--- config.mk ---
export PLATFORM = sky130hd
export DESIGN_NAME = mem_port_arbiter
export DESIGN_NICKNAME = d
export VERILOG_FILES = /design/src/rtl/mem_arb_pkg.sv /design/src/rtl/mem_port_arbiter_rr_arbiter.sv /design/src/rtl/mem_port_arbiter.sv
export SDC_FILE = /design/constraint.sdc
export NUM_CORES = 1
export LEC_CHECK = 0
export BUFFER_PORTS_ARGS = -buffer_cell sky130_fd_sc_hd__buf_4
export CAP_MARGIN = 20
export CELL_PAD_IN_SITES_DETAIL_PLACEMENT = 0
export CELL_PAD_IN_SITES_GLOBAL_PLACEMENT = 1
export CORE_UTILIZATION = 30
export DETAILED_ROUTE_END_ITERATION = 10
export GPL_TIMING_DRIVEN = 0
export PLACE_DENSITY_LB_ADDON = 0.12
export SLEW_MARGIN = 0
export SYNTH_ARGS = -nofsm -noshare
export SYNTH_HDL_FRONTEND = slang
export SYNTH_SLANG_ARGS = --single-unit
export TNS_END_PERCENT = 5
--- constraint.sdc ---
create_clock -name clk -period 2.6 [get_ports clk]
set_input_delay 0.26 -clock clk [delete_from_list [all_inputs] [get_ports clk]]
set_output_delay 0.26 -clock clk [all_outputs]
set_load 0.02 [all_outputs]
--- src/rtl/mem_arb_pkg.sv ---
// Shared constants for the memory port arbiter and the blocks around it
// (VGA scan-out, memory). Source ids: channels are 0..N_CH-1, video is N_CH.
package mem_arb_pkg;

    localparam int DEF_ADDR_W = 15;
    localparam int DEF_DATA_W = 16;
    localparam int MAX_CH     = 8;

    // Width of a source id able to name every channel plus video.
    function automatic int src_w(input int n_ch);
        return $clog2(n_ch + 1);
    endfunction

    // Source id used for the video read port.
    function automatic int vid_src(input int n_ch);
        return n_ch;
    endfunction

endpackage

--- src/rtl/mem_port_arbiter_rr_arbiter.sv ---
// N-input round-robin pick. The search starts at ptr and wraps; ptr moves
// to one past the winner only when the caller says the pick was used.
module rr_arbiter #(
    parameter  int N     = 2,
    localparam int IDX_W = (N > 1) ? $clog2(N) : 1
) (
    input  logic             clk,
    input  logic             reset,
    input  logic [N-1:0]     req,
    input  logic             advance,
    output logic [N-1:0]     gnt,
    output logic [IDX_W-1:0] gnt_idx,
    output logic             gnt_valid
);

    logic [IDX_W-1:0] ptr;

    // First requester at or after ptr; descending loop lets the lowest offset win.
    always_comb begin
        // NOTE: every output gets a default before the loop so no path leaves it unassigned (no latch).
        gnt       = '0;
        gnt_idx   = '0;
        gnt_valid = 1'b0;
        for (int k = N - 1; k >= 0; k--) begin
            if (req[(int'(ptr) + k) % N]) begin
                gnt_idx   = IDX_W'((int'(ptr) + k) % N);
                gnt_valid = 1'b1;
            end
        end
        if (gnt_valid) gnt[gnt_idx] = 1'b1;
    end

    // Pointer advances past the winner only on a used round-robin grant.
    always_ff @(posedge clk or posedge reset) begin
        // NOTE: sequential state uses non-blocking assignments so all flops update together.
        if (reset) begin
            ptr <= '0;
        end else if (advance && gnt_valid) begin
            ptr <= (gnt_idx == IDX_W'(N - 1)) ? '0 : gnt_idx + 1'b1;
        end
    end

endmodule

--- src/rtl/mem_port_arbiter.sv ---
// Single-port memory arbiter: video reads have priority, general channels
// are served round-robin, and a per-channel wait counter lets a starved
// channel preempt video. Read data returns MEM_LAT cycles after the grant,
// routed by a tag pipeline that remembers who issued each read.
module mem_port_arbiter
    import mem_arb_pkg::*;
#(
    parameter int ADDR_W     = DEF_ADDR_W,
    parameter int DATA_W     = DEF_DATA_W,
    parameter int N_CH       = 2,
    parameter int MEM_LAT    = 1,
    parameter int STARVE_LIM = 8
) (
    input  logic                     clk,
    input  logic                     reset,
    input  logic                     vid_req,
    input  logic [ADDR_W-1:0]        vid_addr,
    output logic                     vid_gnt,
    output logic                     vid_rvalid,
    output logic [DATA_W-1:0]        vid_rdata,
    output logic                     vid_stall,
    input  logic [N_CH-1:0]          ch_req,
    input  logic [N_CH-1:0]          ch_we,
    input  logic [N_CH*ADDR_W-1:0]   ch_addr,
    input  logic [N_CH*DATA_W-1:0]   ch_wdata,
    output logic [N_CH-1:0]          ch_gnt,
    output logic [N_CH-1:0]          ch_rvalid,
    output logic [DATA_W-1:0]        ch_rdata,
    output logic [ADDR_W-1:0]        mem_addr,
    output logic                     mem_we,
    output logic [DATA_W-1:0]        mem_wdata,
    input  logic [DATA_W-1:0]        mem_rdata
);

    localparam int SRC_W = src_w(N_CH);
    localparam int IDX_W = (N_CH > 1) ? $clog2(N_CH) : 1;
    localparam int CNT_W = $clog2(STARVE_LIM + 1);
    localparam logic [SRC_W-1:0] VID = SRC_W'(vid_src(N_CH));

    typedef struct packed {
        logic             valid;
        logic [SRC_W-1:0] src;
    } tag_t;

    logic [CNT_W-1:0]  wait_cnt [N_CH];
    logic              starve_any;
    logic [IDX_W-1:0]  starve_idx;
    logic [N_CH-1:0]   rr_gnt;
    logic [IDX_W-1:0]  rr_idx;
    logic              rr_valid;
    logic              rr_adv;
    logic [IDX_W-1:0]  win_ch;
    logic [ADDR_W-1:0] last_addr;
    logic [DATA_W-1:0] last_wdata;
    tag_t              tag_q [MEM_LAT];
    tag_t              tag_out;

    rr_arbiter #(.N(N_CH)) u_rr (
        .clk       (clk),
        .reset     (reset),
        .req       (ch_req),
        .advance   (rr_adv),
        .gnt       (rr_gnt),
        .gnt_idx   (rr_idx),
        .gnt_valid (rr_valid)
    );

    // Lowest-index channel that is still requesting and has waited the limit.
    always_comb begin
        starve_any = 1'b0;
        starve_idx = '0;
        for (int i = N_CH - 1; i >= 0; i--) begin
            if (ch_req[i] && wait_cnt[i] == CNT_W'(STARVE_LIM)) begin
                starve_any = 1'b1;
                starve_idx = IDX_W'(i);
            end
        end
    end

    // Priority: starved channel, then video, then round-robin; nothing while in reset.
    always_comb begin
        vid_gnt   = 1'b0;
        vid_stall = 1'b0;
        ch_gnt    = '0;
        rr_adv    = 1'b0;
        win_ch    = starve_any ? starve_idx : rr_idx;
        if (!reset) begin
            if (starve_any) begin
                ch_gnt[starve_idx] = 1'b1;
                vid_stall          = vid_req;
            end else if (vid_req) begin
                vid_gnt = 1'b1;
            end else if (rr_valid) begin
                ch_gnt = rr_gnt;
                rr_adv = 1'b1;
            end
        end
    end

    // Memory command from the winner; an idle cycle keeps the previous address.
    always_comb begin
        mem_addr  = last_addr;
        mem_wdata = last_wdata;
        mem_we    = 1'b0;
        if (vid_gnt) begin
            mem_addr = vid_addr;
        end else if (|ch_gnt) begin
            mem_addr  = ch_addr[int'(win_ch)*ADDR_W +: ADDR_W];
            mem_wdata = ch_wdata[int'(win_ch)*DATA_W +: DATA_W];
            mem_we    = ch_we[win_ch];
        end
    end

    // Remember the last command so an idle port holds its address.
    always_ff @(posedge clk or posedge reset) begin
        if (reset) begin
            last_addr  <= '0;
            last_wdata <= '0;
        end else begin
            last_addr  <= mem_addr;
            last_wdata <= mem_wdata;
        end
    end

    // Wait counters: count while pending and not granted, clear otherwise.
    always_ff @(posedge clk or posedge reset) begin
        if (reset) begin
            for (int i = 0; i < N_CH; i++) wait_cnt[i] <= '0;
        end else begin
            for (int i = 0; i < N_CH; i++) begin
                if (ch_req[i] && !ch_gnt[i]) begin
                    if (wait_cnt[i] != CNT_W'(STARVE_LIM)) wait_cnt[i] <= wait_cnt[i] + 1'b1;
                end else begin
                    wait_cnt[i] <= '0;
                end
            end
        end
    end

    // Tag pipeline follows each granted read through the memory latency.
    always_ff @(posedge clk or posedge reset) begin
        if (reset) begin
            // NOTE: this small array is reset on purpose so reads in flight at reset never surface; bulk storage arrays would not be.
            for (int s = 0; s < MEM_LAT; s++) tag_q[s] <= '0;
        end else begin
            tag_q[0].valid <= (vid_gnt || (|ch_gnt)) && !mem_we;
            tag_q[0].src   <= vid_gnt ? VID : SRC_W'(win_ch);
            for (int s = 1; s < MEM_LAT; s++) tag_q[s] <= tag_q[s-1];
        end
    end

    assign tag_out = tag_q[MEM_LAT-1];

    // Route returning data to its issuer; data buses read zero when not valid.
    always_comb begin
        vid_rvalid = tag_out.valid && (tag_out.src == VID);
        for (int i = 0; i < N_CH; i++) begin
            ch_rvalid[i] = tag_out.valid && (tag_out.src == SRC_W'(i));
        end
        vid_rdata = vid_rvalid ? mem_rdata : '0;
        ch_rdata  = (|ch_rvalid) ? mem_rdata : '0;
    end

endmodule

==> results.cfg <==
[setup_path]
worst-setup-path-type = flop to primary output
worst_path_max_delay_cell = dfrtp_1
critical_path.most_common_cell = buf_6
critPathLaunchType = flop
crit_path_cell_trace = inv_2 > ha_4 > and3b_1 > buf_6 > a221oi_4 > buf_6 > o21a_4 > a22o_1 > o2bb2ai_4 > buf_6
endpoint_kind = primary output
worstPathRequired_ps = 2340
cpPeakStageDelay_ps = 370
crit_buf_inv = 4
crit_fanout = 16
path_delay_family = compound AO/OA/AOI/OAI gates
worstPathArrival_ps = 2340

[routing]
final_antenna_net_count = 0
routed_wl_mm = 9.601
viasPerCell = 4.949
drt_iter0_markers = 72
first_pass_iters = 4
drc = 0
vias = 2984
routedWlPerCell_um = 15.92

[finish]
multi_input_area_um2 = 1863
filler_cell_count = 814
final_cell_mix = buf_4 (172), nand2_1 (51), dfrtp_1 (43), and2_1 (34), buf_6 (24)
fin_nets = 598
area_delta_synth_final_pct = 80.99
regArea_um2 = 1076
layout.cells.non_filler = 603
final_common_cell = buf_4
drive_gt1_frac = 0.5414
diodes = 0

[power_and_ir_drop]
pwr-share-clk = 0.230
power_frac_seq = 0.321
swShare = 0.3356
combPwrFrac = 0.449
leakagePower_nw = 2.290
internal_power_w = 0.001778
peakVddDrop_mv = 0.3129
power.density_nw_per_um2 = 546.5
netSwitchingPower_w = 0.0008979

[hold_path]
min-delay-path-class = input port to asynchronous set/reset pin

[timing]
holdWs_ps = 37.40
max_freq_mhz = 385.1
skew_ps = 6.261
rsz0062_at_grt = true
maxSlewViolCount = 0
tightest_slew_ps = 483.4
slew_headroom = 0.6777
finalWorstSetupSlack_ps = 2.990
finalCriticalPeriod_ps = 2597
hold_viol_final = 0
final-setup-viol-count = 0
min_period_over_period = 0.9988

[synthesis]
synth-seq-cells = 43
synth_ff_type = dfrtp_1
synth_edf_count = 0
synth.avg_cell_area_um2 = 9.017
synth_cells = 300
yosysWarnings = 0
synth_cell_types = 44
seq_area_frac_synth = 0.3978
syn-cell-area_um2 = 2705
syn_nets = 404
async_reset_ff_frac = 1.000

[global_route]
grt_use_total = 0.1993
grt_max_degree = 34
antenna_found_initial = 0
grt_pass1_vias = 3043
grt_pass1_wl_mm = 15.39
grt_overflow_total = 0

[clock_network]
cts_tree = built
clk_latency_ps = 290
cts_max_level = 2
clkTransAtPathRegs_ps = 90
cts.sinks = 43
clockBufferDepth = 2
cts_root_buffer = clkbuf_8
cts_made_buffers = 5
cts_hold_buffers = 0

[floorplanning]
die_w_um = 96.96
rows = 34
initial_utilization = 0.3102
die_area_um2 = 9400
io-pin-count = 171
coreArea_um2 = 8721
die_h_um = 96.96

[placed_design]
port_buffers = 168
placedCellCount = 577
place.gp.congestion = 0.7551
dp.final_hpwl_mm = 6.831
place_ws_ps = -62.17

[flow_run]
drv_cap = 0

[run_status]
status = complete, no violations
-- state kept, by name, indices dropped and copies added, names as in the netlist --
signal and flops:
last_wdata 16, last_addr 15, wait_cnt 8, tag_out 3, u_rr.ptr 1
-- layout make-up --
class,instances,share of cell area
timing repair buffer,188,0.3090
inverter,8,0.006133
multi-input combinational,231,0.3805
clock inverter,2,0.01227
buffer,17,0.02990
sequential,43,0.2198
clock buffer,6,0.01482
tap,108,0.02760
-- metal layers --
metal / vias up / part of all wire / GRT usage
met5: - / 0 / 0
met4: 0 / 0.010 / 0.02985
met3: 8 / 0.064 / 0.04046
met2: 108 / 0.49 / 0.3353
met1: 1421 / 0.43 / 0.2689
li1: 1447 / - / -
-- power groups by stage --
stage	sequential (W)	combinational (W)	clock, W
after CTS	0.000855	0.00113	0.000636
after floorplan	0.000843	0.000535	0
final	0.000858	0.00120	0.000616
after detailed placement	0.000855	0.000969	0
after global placement	0.000849	0.000954	0
after global routing	0.000870	0.00128	0.000659
-- Yosys cell counts, drive strengths merged, types with 2 or more instances --
library cell  count  area, um2
a21oi            17      85.08
a22o             15      131.4
a31oi            16      100.1
and2             34      212.7
buf              16      107.6
clkbuf            3      11.26
dfrtp            43       1076
ha                4      50.05
inv               8      30.03
nand2            51      191.4
nand2b            2      12.51
nand3             5      25.02
nand4b            2      23.77
nor2             26      116.4
nor2b             4      25.02
nor3b            15      112.6
o21a              2      22.52
o21ai             3      26.27
o2bb2ai          15      150.1
xnor2             4      35.03
-- cells by family (layout without fill, tap and decap cells) --
| family | after synthesis | count (layout) | synth area share |
|---|---|---|---|
| and+or+nand+nor | 144 | 144 | 0.2798 |
| AOI/OAI and AO/OA | 76 | 77 | 0.2290 |
| DFF | 43 | 43 | 0.3978 |
| buffers and inverters | 27 | 221 | 0.05504 |
| xor gates and xnor gates | 5 | 5 | 0.01619 |
| adders and majority gates | 4 | 4 | 0.01850 |
| muxes | 1 | 1 | 0.003700 |
-- metrics by stage --
stage / instance area (um2) / setup TNS (ps) / total power (W) / util
floorplan: 2705 / 0 / 0.001378 / -
global placement: 4101 / -3.712 / 0.001803 / 0.4703
finish: 4896 / 0 / 0.002676 / 0.5614
detailed placement: 4121 / -345.9 / 0.001824 / 0.4726
CTS: 4676 / 0 / 0.002625 / 0.5362
global route: 4896 / -1326 / 0.002814 / 0.5614
-- repair_timing --
action,in CTS,in global routing
pin swaps,8,4
setup endpoints to repair,31,31
resized for setup,56,40
gates cloned,4,0
buffers inserted,12,4
-- path summary, 6_finish.rpt --
kind	startpoint	end	slack, ps	depth (start not counted)
max	wait_cnt[0]	mem_addr[7]	3	10
min reg2reg	last_addr[11]	last_addr[11]	500	1
min	reset	last_addr[0]	40	2
max reg2reg	wait_cnt[0]	last_addr[13]	460	10
max in group asynchronous	reset	last_addr[11]	2090	3
min in group clk	ch_req[0]	wait_cnt[7]	230	3
(Power assumes the default switching activity.)
